### config.mk
export PLATFORM = sky130hd
export DESIGN_NAME = ysyx_22050710_mem_arbiter
export DESIGN_NICKNAME = d
export VERILOG_FILES = /design/src/rtl/ysyx_22050710_mem_arbiter.sv
export SDC_FILE = /design/constraint.sdc
export NUM_CORES = 1
export LEC_CHECK = 0
export ABC_AREA = 0
export BUFFER_PORTS_ARGS = -buffer_cell sky130_fd_sc_hd__buf_2
export CELL_PAD_IN_SITES_DETAIL_PLACEMENT = 1
export CELL_PAD_IN_SITES_GLOBAL_PLACEMENT = 2
export CORE_AREA = 2 2 210 212
export CTS_BUF_LIST = sky130_fd_sc_hd__clkbuf_4
export CTS_CLUSTER_SIZE = 12
export DETAILED_ROUTE_END_ITERATION = 10
export DIE_AREA = 0 0 212 214
export GPL_TIMING_DRIVEN = 0
export PLACE_DENSITY_LB_ADDON = 0.1
export SETUP_SLACK_MARGIN = 0.5
export SYNTH_ARGS = -nofsm -noshare
export SYNTH_HDL_FRONTEND = slang
export SYNTH_SLANG_ARGS = --single-unit
### constraint.sdc
create_clock -name i_clk -period 4.1 [get_ports i_clk]
set_input_delay 0.205 -clock i_clk [delete_from_list [all_inputs] [get_ports i_clk]]
set_output_delay 0.205 -clock i_clk [all_outputs]
set_load 0.005 [all_outputs]
### src/rtl/ysyx_22050710_mem_arbiter.sv
`default_nettype none
// +----------------------------------------------------------------------------+
// | ysyx_22050710_mem_arbiter: IFU/LSU to single memory port, one txn in flight |
// | Optional: YSYX_22050710_ARB_RR_EN selects round-robin arbitration.          |
// | Revision: 1.0                                                               |
// +----------------------------------------------------------------------------+
module ysyx_22050710_mem_arbiter #(
  parameter int ADDR_WIDTH     = 64,
  parameter int DATA_WIDTH     = 64,
  parameter int TIMEOUT_CYCLES = 255
) (
  input  logic                    i_clk,
  input  logic                    i_rst,
  input  logic                    i_ifu_req,
  input  logic [ADDR_WIDTH-1:0]   i_ifu_addr,
  output logic                    o_ifu_gnt,
  output logic                    o_ifu_rvalid,
  output logic [DATA_WIDTH-1:0]   o_ifu_rdata,
  output logic                    o_ifu_err,
  input  logic                    i_lsu_req,
  input  logic                    i_lsu_we,
  input  logic [ADDR_WIDTH-1:0]   i_lsu_addr,
  input  logic [DATA_WIDTH-1:0]   i_lsu_wdata,
  input  logic [DATA_WIDTH/8-1:0] i_lsu_wmask,
  output logic                    o_lsu_gnt,
  output logic                    o_lsu_rvalid,
  output logic [DATA_WIDTH-1:0]   o_lsu_rdata,
  output logic                    o_lsu_err,
  output logic                    o_mem_req,
  output logic                    o_mem_we,
  output logic [ADDR_WIDTH-1:0]   o_mem_addr,
  output logic [DATA_WIDTH-1:0]   o_mem_wdata,
  output logic [DATA_WIDTH/8-1:0] o_mem_wmask,
  input  logic                    i_mem_ready,
  input  logic                    i_mem_rvalid,
  input  logic [DATA_WIDTH-1:0]   i_mem_rdata
);

  localparam logic [1:0]  c_IDLE     = 2'd0;
  localparam logic [1:0]  c_REQ      = 2'd1;
  localparam logic [1:0]  c_RESP     = 2'd2;
  localparam logic [1:0]  c_OWN_NONE = 2'd0;
  localparam logic [1:0]  c_OWN_IFU  = 2'd1;
  localparam logic [1:0]  c_OWN_LSU  = 2'd2;
  localparam logic        c_TMO_EN   = (TIMEOUT_CYCLES != 0);
  localparam logic [31:0] c_TMO_LAST = (TIMEOUT_CYCLES == 0) ? 32'd0 : 32'(TIMEOUT_CYCLES - 1);

  logic [1:0]              r_state;
  logic [1:0]              w_state_nxt;
  logic [1:0]              r_owner;
  logic [31:0]             r_tmo_cnt;
  logic                    r_mem_req;
  logic                    r_mem_we;
  logic [ADDR_WIDTH-1:0]   r_mem_addr;
  logic [DATA_WIDTH-1:0]   r_mem_wdata;
  logic [DATA_WIDTH/8-1:0] r_mem_wmask;
  logic                    w_any_req;
  logic                    w_lsu_prio;
  logic                    w_pick_lsu;
  logic                    w_done;
  logic                    w_tmo;
  logic                    w_gnt;
  logic                    w_rvalid;
  logic                    w_fwd_rdata;

`ifdef YSYX_22050710_ARB_RR_EN
  // Remembers which master finished last; reset value makes LSU win the first tie.
  logic r_last_lsu;
  always_ff @(posedge i_clk) begin
    if (i_rst) begin
      r_last_lsu <= 1'b0;
    end else if (w_done) begin
      r_last_lsu <= (r_owner == c_OWN_LSU);
    end
  end
  assign w_lsu_prio = ~r_last_lsu;
`else
  assign w_lsu_prio = 1'b1;
`endif

  assign w_any_req  = i_ifu_req | i_lsu_req;
  assign w_pick_lsu = i_lsu_req & (~i_ifu_req | w_lsu_prio);
  assign w_done     = (r_state != c_IDLE) && (w_state_nxt == c_IDLE);

  // Abort only fires when the current phase made no progress this cycle.
  assign w_tmo = c_TMO_EN && (r_tmo_cnt == c_TMO_LAST) &&
                 (((r_state == c_REQ) && !i_mem_ready) ||
                  ((r_state == c_RESP) && !i_mem_rvalid));

  // State register, owner and per-phase watchdog counter.
  always_ff @(posedge i_clk) begin
    if (i_rst) begin
      r_state   <= c_IDLE;
      r_owner   <= c_OWN_NONE;
      r_tmo_cnt <= 32'd0;
    end else begin
      r_state <= w_state_nxt;
      if (r_state == c_IDLE && w_any_req) begin
        r_owner <= w_pick_lsu ? c_OWN_LSU : c_OWN_IFU;
      end else if (w_done) begin
        r_owner <= c_OWN_NONE;
      end
      if (w_state_nxt != r_state) begin
        r_tmo_cnt <= 32'd0;
      end else if (r_state != c_IDLE) begin
        r_tmo_cnt <= r_tmo_cnt + 32'd1;
      end
    end
  end

  // Next-state logic.
  always_comb begin
    w_state_nxt = r_state;
    case (r_state)
      c_IDLE: if (w_any_req) w_state_nxt = c_REQ;
      c_REQ: begin
        if (w_tmo) w_state_nxt = c_IDLE;
        else if (i_mem_ready) w_state_nxt = c_RESP;
      end
      c_RESP: if (i_mem_rvalid || w_tmo) w_state_nxt = c_IDLE;
      default: w_state_nxt = c_IDLE;
    endcase
  end

  // Memory-side request registers: payload captured once, in IDLE.
  always_ff @(posedge i_clk) begin
    if (i_rst) begin
      r_mem_req   <= 1'b0;
      r_mem_we    <= 1'b0;
      r_mem_addr  <= '0;
      r_mem_wdata <= '0;
      r_mem_wmask <= '0;
    end else if (r_state == c_IDLE && w_any_req) begin
      r_mem_req   <= 1'b1;
      r_mem_we    <= w_pick_lsu & i_lsu_we;
      r_mem_addr  <= w_pick_lsu ? i_lsu_addr : i_ifu_addr;
      r_mem_wdata <= w_pick_lsu ? i_lsu_wdata : '0;
      r_mem_wmask <= (w_pick_lsu && i_lsu_we) ? i_lsu_wmask : '0;
    end else if (r_state == c_REQ && (i_mem_ready || w_tmo)) begin
      r_mem_req <= 1'b0;
    end
  end

  // Output logic: master-side strobes steered to the owner only.
  always_comb begin
    w_gnt       = (r_state == c_REQ) && (i_mem_ready || w_tmo);
    w_rvalid    = ((r_state == c_REQ) && w_tmo) ||
                  ((r_state == c_RESP) && (i_mem_rvalid || w_tmo));
    w_fwd_rdata = (r_state == c_RESP) && i_mem_rvalid && !r_mem_we;

    o_ifu_gnt    = w_gnt    && (r_owner == c_OWN_IFU);
    o_ifu_rvalid = w_rvalid && (r_owner == c_OWN_IFU);
    o_ifu_err    = w_tmo    && (r_owner == c_OWN_IFU);
    o_ifu_rdata  = (w_fwd_rdata && r_owner == c_OWN_IFU) ? i_mem_rdata : '0;
    o_lsu_gnt    = w_gnt    && (r_owner == c_OWN_LSU);
    o_lsu_rvalid = w_rvalid && (r_owner == c_OWN_LSU);
    o_lsu_err    = w_tmo    && (r_owner == c_OWN_LSU);
    o_lsu_rdata  = (w_fwd_rdata && r_owner == c_OWN_LSU) ? i_mem_rdata : '0;
  end

  assign o_mem_req   = r_mem_req;
  assign o_mem_we    = r_mem_we;
  assign o_mem_addr  = r_mem_addr;
  assign o_mem_wdata = r_mem_wdata;
  assign o_mem_wmask = r_mem_wmask;

endmodule
`default_nettype wire

Word level (Yosys, flattened, before mapping)
Cells that the tools add are included.

word-level totals
  register bits = 174
  bits of input ports = 271
  output and inout bits = 272
  logic and storage cells = 64

cells by class
  add/subtract/negate cells = 1
  equality and inequality tests = 6
  muxes and demuxes = 15
  bitwise gates (word level) = 2
  reduce and logical (&&, ||, !) cells = 32

operators with widths
  operator               number
  $mux 64                4
  $add 32x1->32 const B  1
  $eq 32x8->1 const B    1
  $logic_and 1x1->1      19
  $mux 2                 7
  $mux 8                 1
  $pmux 2 s3             1
  $reduce_bool 2->1      3
  $eq 2x1->1 const B     2
  $eq 2x2->1 const B     2
  $logic_not 2->1        2
  $logic_or 1x1->1       4
  $logic_not 1->1        3
  $mux 1                 2
  $ne 2x2->1             1
  $reduce_or 2->1        1
  $and 1x1->1            1
  $or 1x1->1             1

Depth between registers and ports, before layout
Gate-level depths: netlist of run 1.

  depth after elaboration = 11
  gate-level depth with buffers = 8
  depth with buffers taken out = 6

Least setup slack after synthesis of run 1
Ideal clock, no wire load.

  path type = flip-flop to output port
  start = register r_state[1]
  end = output o_ifu_gnt
  arrival = 1.840 ns
  data required time = 3.895 ns
  setup slack = 2.055 ns
  stages on the path, launching flop included = 6
  path buffers = 1
  cell sequence = dfxtp_1 > buf_2 > or3b_2 > a21o_1 > o31ai_1 > nor3b_1

on the way
  longest elaborated chain between the ends = 7
  elaborated cells on any way between the ends = 9
  classes of those cells = eq/ne (2); reduce/logical (7)

RTL lines
  element                                          line         RTL
  from (decl)                                      48           logic [1:0] r_state;
  from (signal assigned)                           93           r_state <= c_IDLE;
  from (signal assigned)                           97           r_state <= w_state_nxt;
  $eq 2x1->1 / $eq 2x2->1 (equally long branches)  87, 146, 88
  $logic_and 1x1->1, on equally long branches      87, 88
  $logic_or 1x1->1                                 87           (((r_state == c_REQ) && !i_mem_ready) ||
  $logic_and 1x1->1                                86           assign w_tmo = c_TMO_EN && (r_tmo_cnt == c_TMO_LAST) &&
  $logic_or 1x1->1                                 146          w_gnt = (r_state == c_REQ) && (i_mem_ready || w_tmo);
  $logic_and 1x1->1 *                              146
  $logic_and 1x1->1 *                              151          o_ifu_gnt = w_gnt && (r_owner == c_OWN_IFU);
  to (decl)                                        16           output logic o_ifu_gnt,

Every way passes the cells marked *; elsewhere a longest branch is shown, timed or not.

Final worst setup path of run 1
  start = register r_state[1]
  end = output o_lsu_gnt

on the way
  longest elaborated chain between the ends = 7
  elaborated cells on any way between the ends = 9
  classes of those cells = eq/ne (2); reduce/logical (7)

RTL lines
  element                                          line         RTL
  $eq 2x1->1 / $eq 2x2->1 (equally long branches)  87, 146, 88
  $logic_and 1x1->1, on equally long branches      87, 88
  $logic_or 1x1->1                                 87
  $logic_and 1x1->1                                86
  $logic_or 1x1->1                                 146
  $logic_and 1x1->1 *                              146
  $logic_and 1x1->1 *                              155          o_lsu_gnt = w_gnt && (r_owner == c_OWN_LSU);
  to (decl)                                        25           output logic o_lsu_gnt,

Marks and branches as above.

==> qor.yml, run 1 <==
outcome: "complete, no violations"
gr-usage-met3_pct: 4.88
first_pass_iters: 4
rsz0062_at_grt: "no"
cp_data_arrival_time_ps: 3140
syn_nets: 1190
cts_root_buf: "clkbuf_4"
grt_pass1_vias: 10662
synth-seq-cells: 174
grt_max_degree: 17
busiest_layer: "met2"
drive_gt1_share_pct: 35.3
fp.dieArea_um2: 45400
antenna_found_initial: 8
r2r_cells: 7
drv_slew: 0
r2r-start: "r_state[1]$_SDFF_PP0_"
synth_commonest_cells: "dfxtp_1, and2_1, nor2_1, clkbuf_1, o21ai_0"
syn_to_final_growth_pct: 74.4
min_path_type: "in2reg"
cp_data_required_time_ps: 3890
wirelength_um: 41700
fillers: 5267
yosysMostFrequentCell: "dfxtp_1"
max_cap_viol_count: 0
drc: 0
grt_pass1_wl_um: 62400
clk_pin_slew_ps: 180
nNetsFinal: 1953
yosysUniqueCellTypes: 45
max-vdd-ir-drop_mv: 0.173
wire_per_inst_um: 18.3
postSynthAreaPerCell_um2: 8.46
hold_end: "o_mem_wmask[2]$_SDFFE_PP0P_"
hold_depth: 3
critPathLaunchType: "flip-flop"
synth_flop_cell: "dfxtp_1"
yosysTopAreaCell: "dfxtp_1"
fmax_mhz: 299
slowest_delay_ps: 510
cts_buffers: 17
r2r_slack_ps: 1290
crit_type: "reg2out"
r2r_end: "r_state[1]$_SDFF_PP0_"
initial_core_util_pct: 18.1
synthArstFlopShare_pct: 0
met2_usage_pct: 34.2
hold_violations: 0
worst_pin_slew_ps: 787
maxSlewHeadroom_pct: 47.3
drtIter0Drc: 419
final.min_clock_period_ps: 3350
synthTopCellsByArea: "dfxtp_1, and2_1, a22oi_1"
io_pins: 543
tns_ps: 0
critPathBufInv: 2
crit_family: "simple AND/OR/NAND/NOR gates"
hp-start: "i_rst"
fin_skew_ps: 39.3
grt_usage_pct: 18.0
die_h_um: 214
power.leakage_nw: 6.28
yosysSeqAreaShare_pct: 44.9
dp_hpwl_um: 32500
yosys_warnings: 0
syn_inst: 917
synth_top_area_share_pct: 44.9
num_rows: 76
clockBufferDepth: 2
port-buffer-count: 542
power_density_nw_per_um2: 289
vias_per_cell: 4.39
groute.layer.met1.usage_pct: 18.4
die_w_um: 212
crit_fanout: 10
cpMostUsedCell: "buf_2"
cp_cell_sequence: "buf_2 -> or3b_2 -> a21o_1 -> o31ai_2 -> nor3b_1 -> buf_2"
syn_area_um2: 7760
place_congestion: 0.826
cts_tree: "yes"
fin_crit_sh_pct: 81.7
placed_area_um2: 11200
cts.sinks: 174
cp-end-kind: "output pin"
globalRouteOverflowTotal: 0
final_util_pct: 31.6
fin_area_um2: 13500
route.vias.total: 10032
core_um2: 42900
finalSetupViolCount: 0
cpMaxStageDelayCell: "or3b_2"
clock_latency_ps: 640
synth_edf_count: 0
h-tree-depth: 4
drtAntennaViolNets: 0
==> registers in the layout, indices dropped and copies added, names as in the netlist <==
register     flops
r_tmo_cnt       32
r_owner          2
o_mem_wdata     64
o_mem_addr      64
o_mem_wmask      8
o_mem_we         1
r_state          2
o_mem_req        1
==> cell families after synthesis <==
kind of cell             after synthesis  synth area share (%)
AND/OR/NAND/NOR                      310                  22.2
flip-flops                           174                  44.9
AO/OA/AOI/OAI                        324                  26.4
XOR/XNOR                              12                  1.35
adder cells (fa/ha/maj)                2                 0.322
buffers and inverters                 95                  4.87
==> area by class of cell <==
type	instances	area, µm²	area share (%)
flip-flops and latches	174	3480	25.7
well taps	585	732	5.41
multi-input cells	648	3930	29.0
plain buffers	88	352	2.60
clock inverters	14	135	0.998
diodes	5	12.5	0.0924
inverters	7	26.3	0.194
repair buffers	744	4730	35.0
clock buffers	18	135	0.998
==> tightest hold or removal path, cell delays in order <==
cell,delay (ps)
buf_2,110
clkbuf_1,230
nor2_1,140
==> per-stage QoR <==
stage / hold WS (ps) / instances / power, mW / setup WS [ps]
6_report: 66.6 / 2283 / 3.92 / 751
3_5_place_dp: 451 / 2044 / 2.78 / 1280
4_1_cts: 15.6 / 2278 / 4.00 / 500
2_1_floorplan: 345 / 917 / 2.29 / 2050
3_3_place_gp: 439 / 2044 / 2.77 / 858
5_1_grt: 58.2 / 2281 / 4.16 / 561
==> placed cells by master, fill, tap and decap left out, types with 2 or more instances in the layout <==
| cell type | count |
|---|---|
| a22oi_1 | 72 |
| nor2_1 | 84 |
| nand3_1 | 9 |
| buf_2 | 547 |
| clkinv_4 | 3 |
| or3_1 | 7 |
| and4_1 | 5 |
| a211oi_1 | 14 |
| nor4b_1 | 2 |
| nand4_1 | 6 |
| clkbuf_1 | 76 |
| a211oi_2 | 5 |
| buf_4 | 2 |
| inv_1 | 7 |
| buf_1 | 4 |
| clkinvlp_4 | 4 |
| o21ai_0 | 73 |
| diode_2 | 5 |
| or3b_2 | 2 |
| xor2_1 | 4 |
| a21oi_1 | 72 |
| inv_6 | 5 |
| o31ai_1 | 15 |
| dfxtp_1 | 174 |
| o22ai_1 | 65 |
| nor4_1 | 6 |
| clkbuf_4 | 18 |
| nand2b_1 | 4 |
| or4_1 | 14 |
| nor3_1 | 14 |
| dlygate4sd3_1 | 202 |
| xnor2_1 | 8 |
| and2_1 | 129 |
| nand2_1 | 17 |
| ha_1 | 2 |
==> where the power goes <==
group	leakage [nW]	internal (mW)	switching (mW)
registers	1.43	1.83	0.0686
clock network	0.136	0.318	0.695
logic	4.72	0.469	0.538
total	6.28	2.62	1.30
==> routing by layer <==
layer / vias up / part of all wire [%]
met5: - / 0.050
met4: 4 / 2.9
met3: 58 / 6.7
met2: 358 / 53
met1: 4760 / 38
li1: 4852 / -
==> timing repair <==
action	in CTS	in global routing
hold endpoints to repair	139	0
gates resized for setup	0	3
buffers inserted	0	0
setup endpoints to repair	0	3
hold buffers	202	0
==> how the worst max path moves through the flow <==
stage,start,endpoint,slack (ps),cells after the start
floorplan,r_state[1]$_SDFF_PP0_,o_ifu_gnt,2050,5
global placement,r_state[1]$_SDFF_PP0_,o_ifu_rdata[34],860,6
detailed placement,r_state[1]$_SDFF_PP0_,o_ifu_gnt,1280,6
CTS,r_state[1]$_SDFF_PP0_,o_ifu_gnt,500,6
global route,r_state[1]$_SDFF_PP0_,o_lsu_gnt,560,6
finish,r_state[1]$_SDFF_PP0_,o_lsu_gnt,750,6
No activity file was read; power rests on OpenSTA's default activity.
==> run 2, diff against run 1 <==
Settings changed: CORE_AREA 2 2 210 212 to 2 2 209 211, DIE_AREA 0 0 212 214 to 0 0 211 213.
Clock period 4.1 ns to 3.3 ns, I/O delays scaled along.
==> run 2 against run 1 <==
First-iteration DRC count down 9.8%. Count of clock-buffer cells in the layout unchanged. Global-route usage about the same. Critical path depth unchanged. Sequential share of layout area down 0.29 points. Critical path type unchanged. Largest cell class unchanged.
==> qor.yml, run 2 (synthesis results as in run 1) <==
num_rows: 76
die_h_um: 213
clockBufferDepth: 2
die_w_um: 211
cts_buffers: 17
power.leakage_nw: 6.41
fmax_mhz: 370
final.min_clock_period_ps: 2700
route.vias.total: 10023
postLayoutSetupSlackWorst_ps: 596
max-vdd-ir-drop_mv: 0.206
crit_path_start: "r_state[1]$_SDFF_PP0_"
p_clk_share_pct: 27.2
placed_area_um2: 11200
globalRouteOverflowTotal: 0
power_frac_comb_pct: 25.5
nNetsFinal: 1966
p_total_mw: 4.98
wirelength_um: 42300
grt_pass1_vias: 10368
cts.sinks: 174
cp_data_required_time_ps: 3130
hp-start: "i_mem_rvalid"
grt_max_degree: 17
fin_area_um2: 13700
power_density_nw_per_um2: 363
drive_gt1_share_pct: 37.0
r2r_slack_ps: 690
first_pass_iters: 4
fin_cells: 2256
core_um2: 42700
finalSetupViolCount: 0
crit_type: "reg2out"
switching_share_pct: 32.9
tns_ps: 0
io_pins: 543
drv_slew: 0
clock_latency_ps: 640
p_int_mw: 3.34
drtIter0Drc: 378
cts_tree: "yes"
seq_area_um2: 3490
place_congestion: 0.720
worst_pin_slew_ps: 761
dp_slack_ps: 209
outcome: "complete, no violations"
max_cap_viol_count: 0
dp_hpwl_um: 32600
cp-end-kind: "output pin"
initial_core_util_pct: 18.2
crit_fanout: 10
port-buffer-count: 542
pwr-share-seq_pct: 47.4
place_inst: 2005
final_util_pct: 32.1
fp.dieArea_um2: 44900
cp_data_arrival_time_ps: 2540
hold_violations: 0
maxSlewHeadroom_pct: 49.3
fin_skew_ps: 35.8
holdWs_ps: 100
final_common_cell: "buf_2"
wire_per_inst_um: 18.8
critPathLaunchType: "flip-flop"
fin_crit_sh_pct: 81.9
layout_common_cells: "buf_2, dlygate4sd3_1, dfxtp_1"
min_path_type: "in2reg"
p_switching_mw: 1.64
vias_per_cell: 4.44
antenna_found_initial: 8
drc: 0
cts_root_buf: "clkbuf_4"
syn_to_final_growth_pct: 76.7
grt_pass1_wl_um: 61500
drtAntennaViolNets: 0
rsz0062_at_grt: "yes"
clk_pin_slew_ps: 160
fillers: 5259
h-tree-depth: 4
multi_input_area_um2: 4000
r2r-start: "r_state[1]$_SDFF_PP0_"
grt_usage_pct: 18.0
run 2: changes by cell type in the layout (fill, tap and decap cells not counted), moves of 2 or more:
cell,previous run,this run
buf_4,2,17
clkbuf_2,0,11
buf_2,547,543
or3b_4,0,2
dfxtp_1,174,171
dfxtp_2,0,2
clkbuf_1,76,65
a21oi_2,0,2
a21oi_1,72,70
or3b_2,2,0
run 2: area by class of cell:
class | instances | share of cell area (%)
Timing Repair Buffer | 757 | 35.3
Multi-Input combinational cell | 648 | 29.2
Sequential cell | 174 | 25.4
Tap cell | 546 | 4.98
Buffer | 88 | 2.73
Clock inverter | 14 | 1.15
Clock buffer | 18 | 0.985
Inverter | 7 | 0.192
Antenna cell | 4 | 0.0730
run 2: final timing paths:
path / endpoint / cells after the start
setup reg to reg: r_state[1]$_SDFF_PP0_ / 8
setup / recovery: o_lsu_rvalid / 6
hold / removal: r_owner[1]$_SDFFE_PP0P_ / 5
hold reg to reg: o_mem_wdata[58]$_SDFFE_PP0P_ / 2
run 2: worst max-delay path, cell delays in order, from the launching register on:
cell,delay [ps]
dfxtp_4,380
buf_4,160
or3b_4,400
a21o_4,240
or3_4,430
a21oi_2,160
buf_2,140
run 2: power by group through the flow:
stage               clock network, mW  registers, mW  logic, mW
floorplan                           0           2.41      0.435
global placement                    0           2.40       1.05
detailed placement                  0           2.40       1.05
CTS                              1.42           2.36       1.29
global route                     1.49           2.39       1.40
finish                           1.35           2.36       1.27
run 2: repair_timing:
item / CTS / global route
resized for setup: 28 / 16
endpoints found under the hold margin: 140 / 0
hold buffers: 203 / 0
pin swaps: 6 / 3
endpoints found under the setup margin: 134 / 21
buffers inserted: 11 / 1
run 2: metal layers:
layer / wire length, µm / vias to the layer above / part of all wire [%] / GRT usage, %
li1: - / 4878 / - / -
met1: 16300 / 4759 / 39 / 19.7
met2: 22200 / 338 / 52 / 33.5
met3: 2770 / 44 / 6.6 / 4.59
met4: 1040 / 4 / 2.5 / 6.14
met5: 14 / - / 0.033 / 0
==> run 3, diff against run 2 <==
Settings changed: ABC_AREA 0 to 1, CORE_AREA 2 2 209 211 to not set, CORE_UTILIZATION set to 18, DIE_AREA 0 0 211 213 to not set.
Clock period 3.3 ns to 2.48 ns, I/O delays scaled along.
==> run 3 against run 2 <==
Combinational power grew 26%. Final cell count grew 16%. Flip-flop and latch count is the same. Clock skew shrank 18 ps. Synthesized cell count grew 32%. Via count grew 8.5%. Design area grew 11%.
==> qor.yml, run 3 <==
io_pins: 543
route.vias.total: 10874
cts_tree: "yes"
placed_area_um2: 11500
die_h_um: 213
p_clk_share_pct: 24.1
wire_per_inst_um: 17.3
fillers: 5544
place_inst: 2339
final_common_cell: "buf_2"
cp_cell_sequence: "or2_4 -> nor3_4 -> nand4_1 -> nor2_4 -> o21ai_2 -> nor2_2 -> buf_2"
nNetsFinal: 2278
layout_common_cells: "buf_2, nand2_1, dlygate4sd3_1"
power_frac_comb_pct: 25.9
p_total_mw: 6.15
synth_flop_cell: "dfxtp_1"
antenna_found_initial: 5
yosysMostFrequentCell: "nand2_1"
finalSetupViolCount: 0
cts_root_buf: "clkbuf_4"
grt_max_degree: 17
synthTopCellsByArea: "dfxtp_1, nand2_1, nor2_1"
grt_pass1_vias: 11280
pwr-share-seq_pct: 50.0
clock_latency_ps: 640
clk_pin_slew_ps: 140
vias_per_cell: 4.17
final_util_pct: 34.5
synth-seq-cells: 174
p_switching_mw: 2.07
globalRouteOverflowTotal: 0
power.leakage_nw: 7.26
hp-start: "i_rst"
switching_share_pct: 33.7
yosys_warnings: 0
synth_top_area_share_pct: 43.4
clockBufferDepth: 2
crit_path_start: "r_tmo_cnt[20]$_SDFFE_PP0N_"
cp.depth: 7
synth_commonest_cells: "nand2_1, nor2_1, dfxtp_1, inv_1, a21oi_1"
port-buffer-count: 541
grt_usage_pct: 19.0
cts.sinks: 174
first_pass_iters: 4
max-vdd-ir-drop_mv: 0.264
outcome: "complete, no violations"
crit_type: "reg2out"
dp_hpwl_um: 34700
maxSlewHeadroom_pct: 50.5
fp.dieArea_um2: 45500
final.min_clock_period_ps: 2380
postSynthAreaPerCell_um2: 6.66
fmax_mhz: 420
r2r_cells: 11
yosysTopAreaCell: "dfxtp_1"
fin_skew_ps: 18.0
yosysSeqAreaShare_pct: 43.4
syn_inst: 1206
fin_cells: 2610
rsz0062_at_grt: "yes"
fin_area_um2: 15200
cp-end-kind: "output pin"
die_w_um: 213
core_um2: 44100
critPathBufInv: 1
hold_depth: 4
cp_data_arrival_time_ps: 2260
num_rows: 77
drive_gt1_share_pct: 39.4
power_density_nw_per_um2: 404
syn_to_final_growth_pct: 89.6
initial_core_util_pct: 18.2
drtIter0Drc: 267
dp_slack_ps: 126
hold_violations: 0
synthArstFlopShare_pct: 0
cp_data_required_time_ps: 2360
synth_edf_count: 0
h-tree-depth: 4
p_int_mw: 4.08
max_cap_viol_count: 0
min_path_type: "in2reg"
drtAntennaViolNets: 0
syn_area_um2: 8030
drc: 0
grt_pass1_wl_um: 64800
crit_family: "simple AND/OR/NAND/NOR gates"
drv_slew: 0
worst_pin_slew_ps: 743
cpMaxStageDelayCell: "dfxtp_2"
wirelength_um: 45100
postLayoutSetupSlackWorst_ps: 100
place_congestion: 0.776
critPathLaunchType: "flip-flop"
slowest_delay_ps: 350
fin_crit_sh_pct: 96.0
yosysUniqueCellTypes: 32
r2r-start: "r_tmo_cnt[20]$_SDFFE_PP0N_"
syn_nets: 1479
cts_buffers: 17
crit_fanout: 4
[run 3: changes by cell type in the layout (fill, tap and decap cells not counted), moves of 65 or more]
cell,previous run,this run
nand2_1,17,405
and2_1,129,0
inv_1,7,99
nor2_4,0,72
o21ai_0,73,3
a22oi_1,72,3
o22ai_1,65,0
[run 3: metal layers]
metal	track usage [%]	part of all wire (%)
met1	19.1	36
met2	35.9	52
met3	5.97	7.4
met4	7.86	3.7
met5	0	0.082
[run 3: cells by family (layout without fill, tap and decap cells)]
group           count (synthesis)  count (layout)  synth area share [%]
compound gates                156             156                  11.2
other cells                     0               2                     0
flops                         174             174                  43.4
fa+ha+maj                       2               2                 0.312
simple gates                  675             675                  33.7
buf+inv                       175             985                  8.85
xor+xnor                       24              24                  2.62
[run 3: what timing repair did]
item,CTS,global route
endpoints found under the setup margin,261,210
hold buffers,204,0
cloned,6,1
endpoints found under the hold margin,140,0
setup buffers,16,12
resized for setup,178,133
pin swaps,14,17
[run 3: final cells by class]
| cell class | count | area [µm²] | area share [%] |
|---|---|---|---|
| tap | 592 | 741 | 4.87 |
| clock inverter | 13 | 76.3 | 0.501 |
| inverter | 104 | 393 | 2.58 |
| antenna | 2 | 5.00 | 0.0329 |
| multi-input combinational | 857 | 4500 | 29.6 |
| timing repair buffer | 780 | 5260 | 34.5 |
| clock buffer | 17 | 128 | 0.839 |
| buffer | 71 | 617 | 4.05 |
| sequential | 174 | 3510 | 23.0 |
[run 3: tightest hold or removal path: stages]
cell      delay [ps]
clkbuf_1         260
nor2_4           240
nand2_1           60
o21ai_0           50
[run 3: power by group through the flow]
stage	sequential [mW]	combinational, mW	clock, mW
after global placement	3.13	1.25	0
after CTS	3.08	1.59	1.59
after detailed placement	3.14	1.25	0
after floorplan	3.14	0.528	0
final	3.08	1.60	1.48
after global routing	3.10	1.77	1.68
[run 3: through the flow]
stage | hold WS (ps) | setup TNS, ps
5_1_grt | 139 | -75.9
6_report | 142 | 0
3_3_place_gp | 364 | 0
4_1_cts | 64.3 | -220
2_1_floorplan | 267 | 0
3_5_place_dp | 381 | 0
[run 3: final timing paths]
| check | endpoint | slack, ps |
|---|---|---|
| max reg2reg | r_tmo_cnt[22]$_SDFFE_PP0N_ | 620 |
| max | o_lsu_gnt | 100 |
| min reg2reg | o_mem_wdata[2]$_SDFFE_PP0P_ | 470 |
| min | o_mem_addr[57]$_SDFFE_PP0P_ | 140 |
